$ cat src/rtl/axi4_uart_rx_bridge.sv
// ---------------------------------------------------------------------------
// axi4_uart_rx_bridge
//
// UART receiver (8N1, or 8E1 when UART_RX_PARITY_EN is defined) feeding a
// small RX FIFO. The FIFO is exposed to an AXI4 read-only master through two
// registers:
//   BASE_ADDR     RXDATA : {23'b0, valid, byte}; a read pops the head byte
//   BASE_ADDR + 4 STATUS : {23'b0, parity_err, count[3:0], frame_err,
//                           overrun, full, not_empty}; a read clears the
//                           sticky error flags
// Any other address answers SLVERR with zero data.
//
// Optional feature macro: UART_RX_PARITY_EN adds an even-parity bit between
// the data bits and the stop bit, plus a sticky PARITY_ERR flag at STATUS[8].
//
// Ports:
//   clk          system clock (single domain)
//   rst_n        synchronous active-low reset
//   uart_rx      asynchronous serial input, idle high
//   axi_ar*      AXI4 read address channel (arvalid/araddr/arid in, arready out)
//   axi_r*       AXI4 read data channel (rvalid/rdata/rresp/rlast/rid out,
//                rready in); one transaction outstanding at a time
//   rx_irq       FIFO not empty
//   rx_active    receiver busy with a frame (debug LED)
// ---------------------------------------------------------------------------
module axi4_uart_rx_bridge #(
    parameter int unsigned CLKS_PER_BIT = 104,
    parameter logic [31:0] BASE_ADDR    = 32'h0000_0104,
    parameter int unsigned FIFO_DEPTH   = 4
) (
    input  logic        clk,
    input  logic        rst_n,
    input  logic        uart_rx,
    input  logic        axi_arvalid,
    input  logic [31:0] axi_araddr,
    input  logic [3:0]  axi_arid,
    output logic        axi_arready,
    output logic        axi_rvalid,
    output logic [31:0] axi_rdata,
    output logic [1:0]  axi_rresp,
    output logic        axi_rlast,
    output logic [3:0]  axi_rid,
    input  logic        axi_rready,
    output logic        rx_irq,
    output logic        rx_active
);

    localparam int unsigned PTR_W     = (FIFO_DEPTH > 1) ? $clog2(FIFO_DEPTH) : 1;
    localparam logic [15:0] HALF_LOAD = 16'(CLKS_PER_BIT / 2 - 1);
    localparam logic [15:0] FULL_LOAD = 16'(CLKS_PER_BIT - 1);
    localparam logic [4:0]  DEPTH_CNT = 5'(FIFO_DEPTH);

    // ------------------------------------------------------------------
    // Input synchronizer. sync_valid_reg marks when rx_sync_reg carries a
    // real line sample rather than its reset value, so a line held low
    // through reset is not mistaken for a start bit.
    // ------------------------------------------------------------------
    logic       rx_meta_reg;
    logic       rx_sync_reg;
    logic [1:0] sync_valid_reg;

    always_ff @(posedge clk) begin
        if (!rst_n) begin
            rx_meta_reg    <= 1'b1;
            rx_sync_reg    <= 1'b1;
            sync_valid_reg <= 2'b00;
        end else begin
            rx_meta_reg    <= uart_rx;
            rx_sync_reg    <= rx_meta_reg;
            sync_valid_reg <= {sync_valid_reg[0], 1'b1};
        end
    end

    // ------------------------------------------------------------------
    // Receiver FSM
    // ------------------------------------------------------------------
    typedef enum logic [2:0] {
        S_IDLE,
        S_START,
        S_DATA,
`ifdef UART_RX_PARITY_EN
        S_PARITY,
`endif
        S_STOP
    } state_t;

    state_t      state_reg, state_next;
    logic [15:0] bit_cnt_reg, bit_cnt_next;
    logic [2:0]  bit_idx_reg, bit_idx_next;
    logic [7:0]  shift_reg, shift_next;
    logic        armed_reg;
    logic        push_req;
    logic        frame_err_evt;
`ifdef UART_RX_PARITY_EN
    logic        parity_bad_reg, parity_bad_next;
    logic        parity_err_evt;
`endif

    always_comb begin
        state_next    = state_reg;
        bit_cnt_next  = bit_cnt_reg;
        bit_idx_next  = bit_idx_reg;
        shift_next    = shift_reg;
        push_req      = 1'b0;
        frame_err_evt = 1'b0;
`ifdef UART_RX_PARITY_EN
        parity_bad_next = parity_bad_reg;
        parity_err_evt  = 1'b0;
`endif
        case (state_reg)
            S_IDLE: begin
                if (armed_reg && !rx_sync_reg) begin
                    state_next   = S_START;
                    bit_cnt_next = HALF_LOAD;
                end
            end
            S_START: begin
                if (bit_cnt_reg == 16'd0) begin
                    // Mid start bit: still low means a real frame.
                    if (!rx_sync_reg) begin
                        state_next   = S_DATA;
                        bit_cnt_next = FULL_LOAD;
                        bit_idx_next = 3'd0;
                    end else begin
                        state_next = S_IDLE;
                    end
                end else begin
                    bit_cnt_next = bit_cnt_reg - 16'd1;
                end
            end
            S_DATA: begin
                if (bit_cnt_reg == 16'd0) begin
                    shift_next   = {rx_sync_reg, shift_reg[7:1]};
                    bit_cnt_next = FULL_LOAD;
                    if (bit_idx_reg == 3'd7) begin
`ifdef UART_RX_PARITY_EN
                        state_next = S_PARITY;
`else
                        state_next = S_STOP;
`endif
                    end else begin
                        bit_idx_next = bit_idx_reg + 3'd1;
                    end
                end else begin
                    bit_cnt_next = bit_cnt_reg - 16'd1;
                end
            end
`ifdef UART_RX_PARITY_EN
            S_PARITY: begin
                if (bit_cnt_reg == 16'd0) begin
                    // Even parity: the parity bit equals the XOR of the data.
                    parity_bad_next = rx_sync_reg ^ (^shift_reg);
                    parity_err_evt  = rx_sync_reg ^ (^shift_reg);
                    bit_cnt_next    = FULL_LOAD;
                    state_next      = S_STOP;
                end else begin
                    bit_cnt_next = bit_cnt_reg - 16'd1;
                end
            end
`endif
            S_STOP: begin
                if (bit_cnt_reg == 16'd0) begin
                    state_next = S_IDLE;
                    if (rx_sync_reg) begin
`ifdef UART_RX_PARITY_EN
                        push_req = !parity_bad_reg;
`else
                        push_req = 1'b1;
`endif
                    end else begin
                        frame_err_evt = 1'b1;
                    end
                end else begin
                    bit_cnt_next = bit_cnt_reg - 16'd1;
                end
            end
            default: state_next = S_IDLE;
        endcase
    end

    always_ff @(posedge clk) begin
        if (!rst_n) begin
            state_reg   <= S_IDLE;
            bit_cnt_reg <= 16'd0;
            bit_idx_reg <= 3'd0;
            shift_reg   <= 8'd0;
            armed_reg   <= 1'b0;
`ifdef UART_RX_PARITY_EN
            parity_bad_reg <= 1'b0;
`endif
        end else begin
            state_reg   <= state_next;
            bit_cnt_reg <= bit_cnt_next;
            bit_idx_reg <= bit_idx_next;
            shift_reg   <= shift_next;
`ifdef UART_RX_PARITY_EN
            parity_bad_reg <= parity_bad_next;
`endif
            // A new frame needs the line to be seen high while idle first,
            // so a low line after reset or after a framing error is ignored.
            if (state_reg == S_IDLE && state_next == S_START) begin
                armed_reg <= 1'b0;
            end else if (state_reg == S_IDLE && sync_valid_reg[1] && rx_sync_reg) begin
                armed_reg <= 1'b1;
            end
        end
    end

    assign rx_active = (state_reg != S_IDLE);

    // ------------------------------------------------------------------
    // RX FIFO and sticky flags
    // ------------------------------------------------------------------
    logic [7:0]       fifo_mem [FIFO_DEPTH];
    logic [PTR_W-1:0] wr_ptr_reg, rd_ptr_reg;
    logic [4:0]       count_reg;
    logic             overrun_reg, frame_err_reg;
`ifdef UART_RX_PARITY_EN
    logic             parity_err_reg;
`endif

    logic fifo_empty, fifo_full;
    logic ar_hs, sel_data, sel_status;
    logic pop, wr_en, overrun_evt, flag_clr;

    assign fifo_empty = (count_reg == 5'd0);
    assign fifo_full  = (count_reg == DEPTH_CNT);

    assign ar_hs      = axi_arvalid && !axi_rvalid;
    assign sel_data   = (axi_araddr == BASE_ADDR);
    assign sel_status = (axi_araddr == (BASE_ADDR + 32'd4));
    assign pop        = ar_hs && sel_data && !fifo_empty;
    // A push into a full FIFO still lands if a pop frees a slot this cycle.
    assign wr_en       = push_req && (!fifo_full || pop);
    assign overrun_evt = push_req && fifo_full && !pop;
    assign flag_clr    = ar_hs && sel_status;

    always_ff @(posedge clk) begin
        if (wr_en) begin
            fifo_mem[wr_ptr_reg] <= shift_reg;
        end
    end

    always_ff @(posedge clk) begin
        if (!rst_n) begin
            wr_ptr_reg    <= '0;
            rd_ptr_reg    <= '0;
            count_reg     <= 5'd0;
            overrun_reg   <= 1'b0;
            frame_err_reg <= 1'b0;
`ifdef UART_RX_PARITY_EN
            parity_err_reg <= 1'b0;
`endif
        end else begin
            if (wr_en) begin
                wr_ptr_reg <= wr_ptr_reg + PTR_W'(1);
            end
            if (pop) begin
                rd_ptr_reg <= rd_ptr_reg + PTR_W'(1);
            end
            count_reg <= count_reg + {4'd0, wr_en} - {4'd0, pop};
            // An error arriving in the clearing cycle keeps its flag set.
            overrun_reg   <= overrun_evt   || (overrun_reg   && !flag_clr);
            frame_err_reg <= frame_err_evt || (frame_err_reg && !flag_clr);
`ifdef UART_RX_PARITY_EN
            parity_err_reg <= parity_err_evt || (parity_err_reg && !flag_clr);
`endif
        end
    end

    assign rx_irq = !fifo_empty;

    // ------------------------------------------------------------------
    // AXI read responder
    // ------------------------------------------------------------------
    logic [31:0] status_word;
    logic [31:0] rdata_next;
    logic [1:0]  rresp_next;

    always_comb begin
        status_word      = 32'd0;
        status_word[0]   = !fifo_empty;
        status_word[1]   = fifo_full;
        status_word[2]   = overrun_reg;
        status_word[3]   = frame_err_reg;
        status_word[7:4] = count_reg[3:0];
`ifdef UART_RX_PARITY_EN
        status_word[8]   = parity_err_reg;
`endif
    end

    always_comb begin
        rdata_next = 32'd0;
        rresp_next = 2'b00;
        if (sel_data) begin
            if (!fifo_empty) begin
                rdata_next = {23'd0, 1'b1, fifo_mem[rd_ptr_reg]};
            end
        end else if (sel_status) begin
            rdata_next = status_word;
        end else begin
            rresp_next = 2'b10;
        end
    end

    logic        rvalid_reg;
    logic [31:0] rdata_reg;
    logic [1:0]  rresp_reg;
    logic [3:0]  rid_reg;

    always_ff @(posedge clk) begin
        if (!rst_n) begin
            rvalid_reg <= 1'b0;
            rdata_reg  <= 32'd0;
            rresp_reg  <= 2'b00;
            rid_reg    <= 4'd0;
        end else if (ar_hs) begin
            rvalid_reg <= 1'b1;
            rdata_reg  <= rdata_next;
            rresp_reg  <= rresp_next;
            rid_reg    <= axi_arid;
        end else if (rvalid_reg && axi_rready) begin
            rvalid_reg <= 1'b0;
        end
    end

    assign axi_rvalid  = rvalid_reg;
    assign axi_arready = !rvalid_reg;
    assign axi_rdata   = rdata_reg;
    assign axi_rresp   = rresp_reg;
    assign axi_rid     = rid_reg;
    assign axi_rlast   = rvalid_reg;

endmodule

$ cat config.mk
export PLATFORM = sky130hd
export DESIGN_NAME = axi4_uart_rx_bridge
export DESIGN_NICKNAME = d
export VERILOG_FILES = /design/src/rtl/axi4_uart_rx_bridge.sv
export SDC_FILE = /design/constraint.sdc
export NUM_CORES = 1
export LEC_CHECK = 0
export ABC_AREA = 1
export CAP_MARGIN = 20
export CORE_MARGIN = 4
export CORE_UTILIZATION = 45
export DETAILED_ROUTE_END_ITERATION = 12
export DONT_BUFFER_PORTS = 1
export GPL_TIMING_DRIVEN = 1
export HOLD_SLACK_MARGIN = 0.15
export PLACE_DENSITY = 0.58
export SETUP_SLACK_MARGIN = 0.2
export SYNTH_ARGS = -nofsm -noshare
export SYNTH_HDL_FRONTEND = slang
export SYNTH_SLANG_ARGS = --single-unit
$ cat constraint.sdc
create_clock -name clk -period 4.6 [get_ports clk]
set_clock_uncertainty 0.05 [all_clocks]
set_input_delay 0.92 -clock clk [delete_from_list [all_inputs] [get_ports clk]]
set_output_delay 0.92 -clock clk [all_outputs]
set_load 0.02 [all_outputs]
==> flow_summary.yaml <==
outcome:
  status: "finished clean"
cts:
  cts_sinks: 95
  clkTransAtPathRegs_ns: 0.10
  cts_hold_buf: 0
  cts_tree: "yes"
  clock_path_buffers: 2
  clock-root-buffer: "clkbuf_8"
  htreeDepth: 3
  postCtsSetupBuffers: 0
  clock_latency_ns: 0.37
  cts_resized: 0
  cts_buffers: 9
global_route:
  grt.overflow.total: 0
  grt_pass1_vias: 3427
  antenna_found_initial: 0
  grt_pass1_wl_um: 16370
  grt.total_usage: 0.1607
  grt_max_degree: 30
worst_setup_path:
  worstSetupPathType: "register to output pin"
  reg2reg_from: "axi_rlast$_SDFFE_PN0P_"
  worst_setup_path_start_kind: "register"
  regToRegSetupSlack_ns: 1.56
  worst_r2r_endpoint: "count_reg[4]$_SDFF_PN0_"
  required_ns: 3.63
  critPathArrivalTime_ns: 2.08
  cp_max_fo: 9
  rr_worst_depth: 15
  endpoint_kind: "output pin"
power:
  swShare: 0.2882
  power.total_mw: 1.593
  leakage_nw: 2.266
  internal_power_mw: 1.134
  pwr-share-comb: 0.098
  power_density_nw_per_um2: 314.8
  p_switching_mw: 0.4591
  vdd_drop_max_mv: 0.1841
  seqPwrFrac: 0.568
  p_clk_frac: 0.334
route:
  ant_nets: 0
  vias: 3768
  wl_per_cell_um: 13.03
  drt-pass1-iter-count: 6
  vias_per_cell: 4.881
  wirelength_um: 10060
  drc: 0
  drtIter0Drc: 169
layout:
  mostFrequentLayoutCell: "nor2_1"
  final_cells: 772
  final_cell_mix: "nor2_1 (116), nand2_1 (102), inv_1 (92)"
  fill_cells: 1059
  ff_latch_area_sq_um: 2222
  drive_above_1_share: 0.07233
  layout.nets: 686
  antenna_cells: 0
  area_growth_pct: 4.415
  largest_reg_flops: 32
  multi_input_area_sq_um: 2105
timing:
  fmax_mhz: 327.9
  worstMarginPinSlew_ns: 0.8841
  slew_viol_final: 0
  fin_setup_tns_ns: 0
  finalCritPeriodShare: 0.6629
  fin_crit_ns: 3.049
  hold_viol: 0
  setup_viol: 0
  fin_ws_ns: 1.551
  slew_headroom: 0.4100
  rsz0062_at_grt: "false"
synth:
  ys_ff_latch: 95
  avgSynthCellArea_sq_um: 7.668
  syn_area_sq_um: 4846
  synth_warnings: 0
  syn_inst: 632
  ys_types: 39
  yosysSeqAreaShare: 0.4586
hold_path:
  hold_path_end: "rx_sync_reg$_SDFF_PN1_"
  holdCritStartpoint: "rx_meta_reg$_SDFF_PN1_"
  hold_depth: 1
  min_path_type: "register to register"
die:
  die_h_um: 111.8
  core_sq_um: 10420
  rows: 37
  io-pin-count: 84
  die_area_sq_um: 12490
  start_util: 0.4652
  die_w_um: 111.8
placed_design:
  dp_cells: 756
  numPortBuffers: 0
  dpl.hpwl_um: 7394
  place_congestion: 0.8112
  pre_cts_slack_ns: 1.269
run:
  maxCapViolations: 0
worst max-delay path by stage:
stage               slack, ns               startpoint                       to  cells after the start
finish                   1.55  count_reg[3]$_SDFF_PN0_                   rx_irq                      5
global route             1.25   axi_rlast$_SDFFE_PN0P_  count_reg[4]$_SDFF_PN0_                     15
CTS                      1.57   axi_rlast$_SDFFE_PN0P_  count_reg[4]$_SDFF_PN0_                     15
detailed placement       1.27            axi_araddr[6]  count_reg[4]$_SDFF_PN0_                     17
global placement         1.37            axi_araddr[4]  count_reg[4]$_SDFF_PN0_                     17
floorplan                1.59            axi_araddr[3]  count_reg[4]$_SDFF_PN0_                     17
stage by stage:
stage	area [sq um]	utilization	hold WS (ns)
floorplan	4936	-	0.3405
global placement	4873	0.4679	0.3487
detailed placement	4873	0.4679	0.3480
CTS	5060	0.4858	0.3716
global route	5060	0.4858	0.3858
finish	5060	0.4858	0.3709
power groups by stage:
stage	Sequential [mW]	Clock (mW)	Combinational [mW]
floorplan	0.919	0	0.152
global placement	0.923	0	0.153
detailed placement	0.924	0	0.156
CTS	0.904	0.548	0.156
global route	0.906	0.583	0.179
finish	0.904	0.532	0.156
cells in the mapped netlist:
master,instances,area [sq um]
clkbuf_1,7,26.28
inv_6,1,8.760
nor3_1,6,30.03
xnor2_1,2,17.52
dfxtp_1,63,1261
nand2_2,7,43.79
a21oi_4,1,16.27
buf_2,3,15.01
nor3_2,1,10.01
o22ai_1,8,50.05
clkinv_1,1,3.750
nor3b_1,1,7.510
nand3b_1,2,15.01
nand3_2,2,20.02
or2_2,3,18.77
buf_1,1,3.750
nand4_1,10,62.56
nand3_4,1,17.52
o21a_1,1,7.510
inv_2,3,11.26
fa_1,1,20.02
inv_1,92,345.3
buf_4,26,195.2
o21ai_1,1,5.000
a21oi_1,27,135.1
nand2_1,102,382.9
o21bai_1,2,15.01
xor2_1,2,17.52
nor2_1,116,435.4
edfxtp_1,32,960.9
conb_1,1,3.750
nand2_8,1,20.02
a31oi_1,2,12.51
nor2_4,4,45.04
a211oi_2,1,12.51
nor2_2,4,25.02
ha_1,13,162.7
nand3_1,37,185.2
o21ai_0,44,220.2
layout make-up:
cell class | instances | area share
clock buffers | 9 | 0.02448
clock inverters | 7 | 0.01236
well taps | 136 | 0.03363
flip-flops and latches | 95 | 0.4392
multi-input cells | 427 | 0.4159
inverters | 97 | 0.07295
repair buffers | 1 | 0.001484
cells by family (layout without fill, tap and decap cells):
logic type	Yosys count	count (layout)	share of synthesized area
other cells	1	25	0.0007739
fa+ha+maj	14	14	0.03770
flops	95	95	0.4586
xor+xnor	4	4	0.007231
simple gates	297	297	0.2721
buf+inv	134	114	0.1257
compound gates	87	87	0.09786
routing by layer:
layer	GRT usage	part of all wire	vias to the layer above
met2	0.2678	0.48	74
met5	0	0	-
met3	0.03750	0.040	9
met1	0.2107	0.47	1723
li1	-	-	1962
met4	0.04136	0.011	0
worst max-delay path: stages, from the launching register on:
cell,delay (ns)
dfxtp_1,0.35
inv_1,0.08
ha_1,0.14
inv_1,0.04
nor3_1,0.56
clkinv_1,0.55
(Power assumes the default switching activity.)
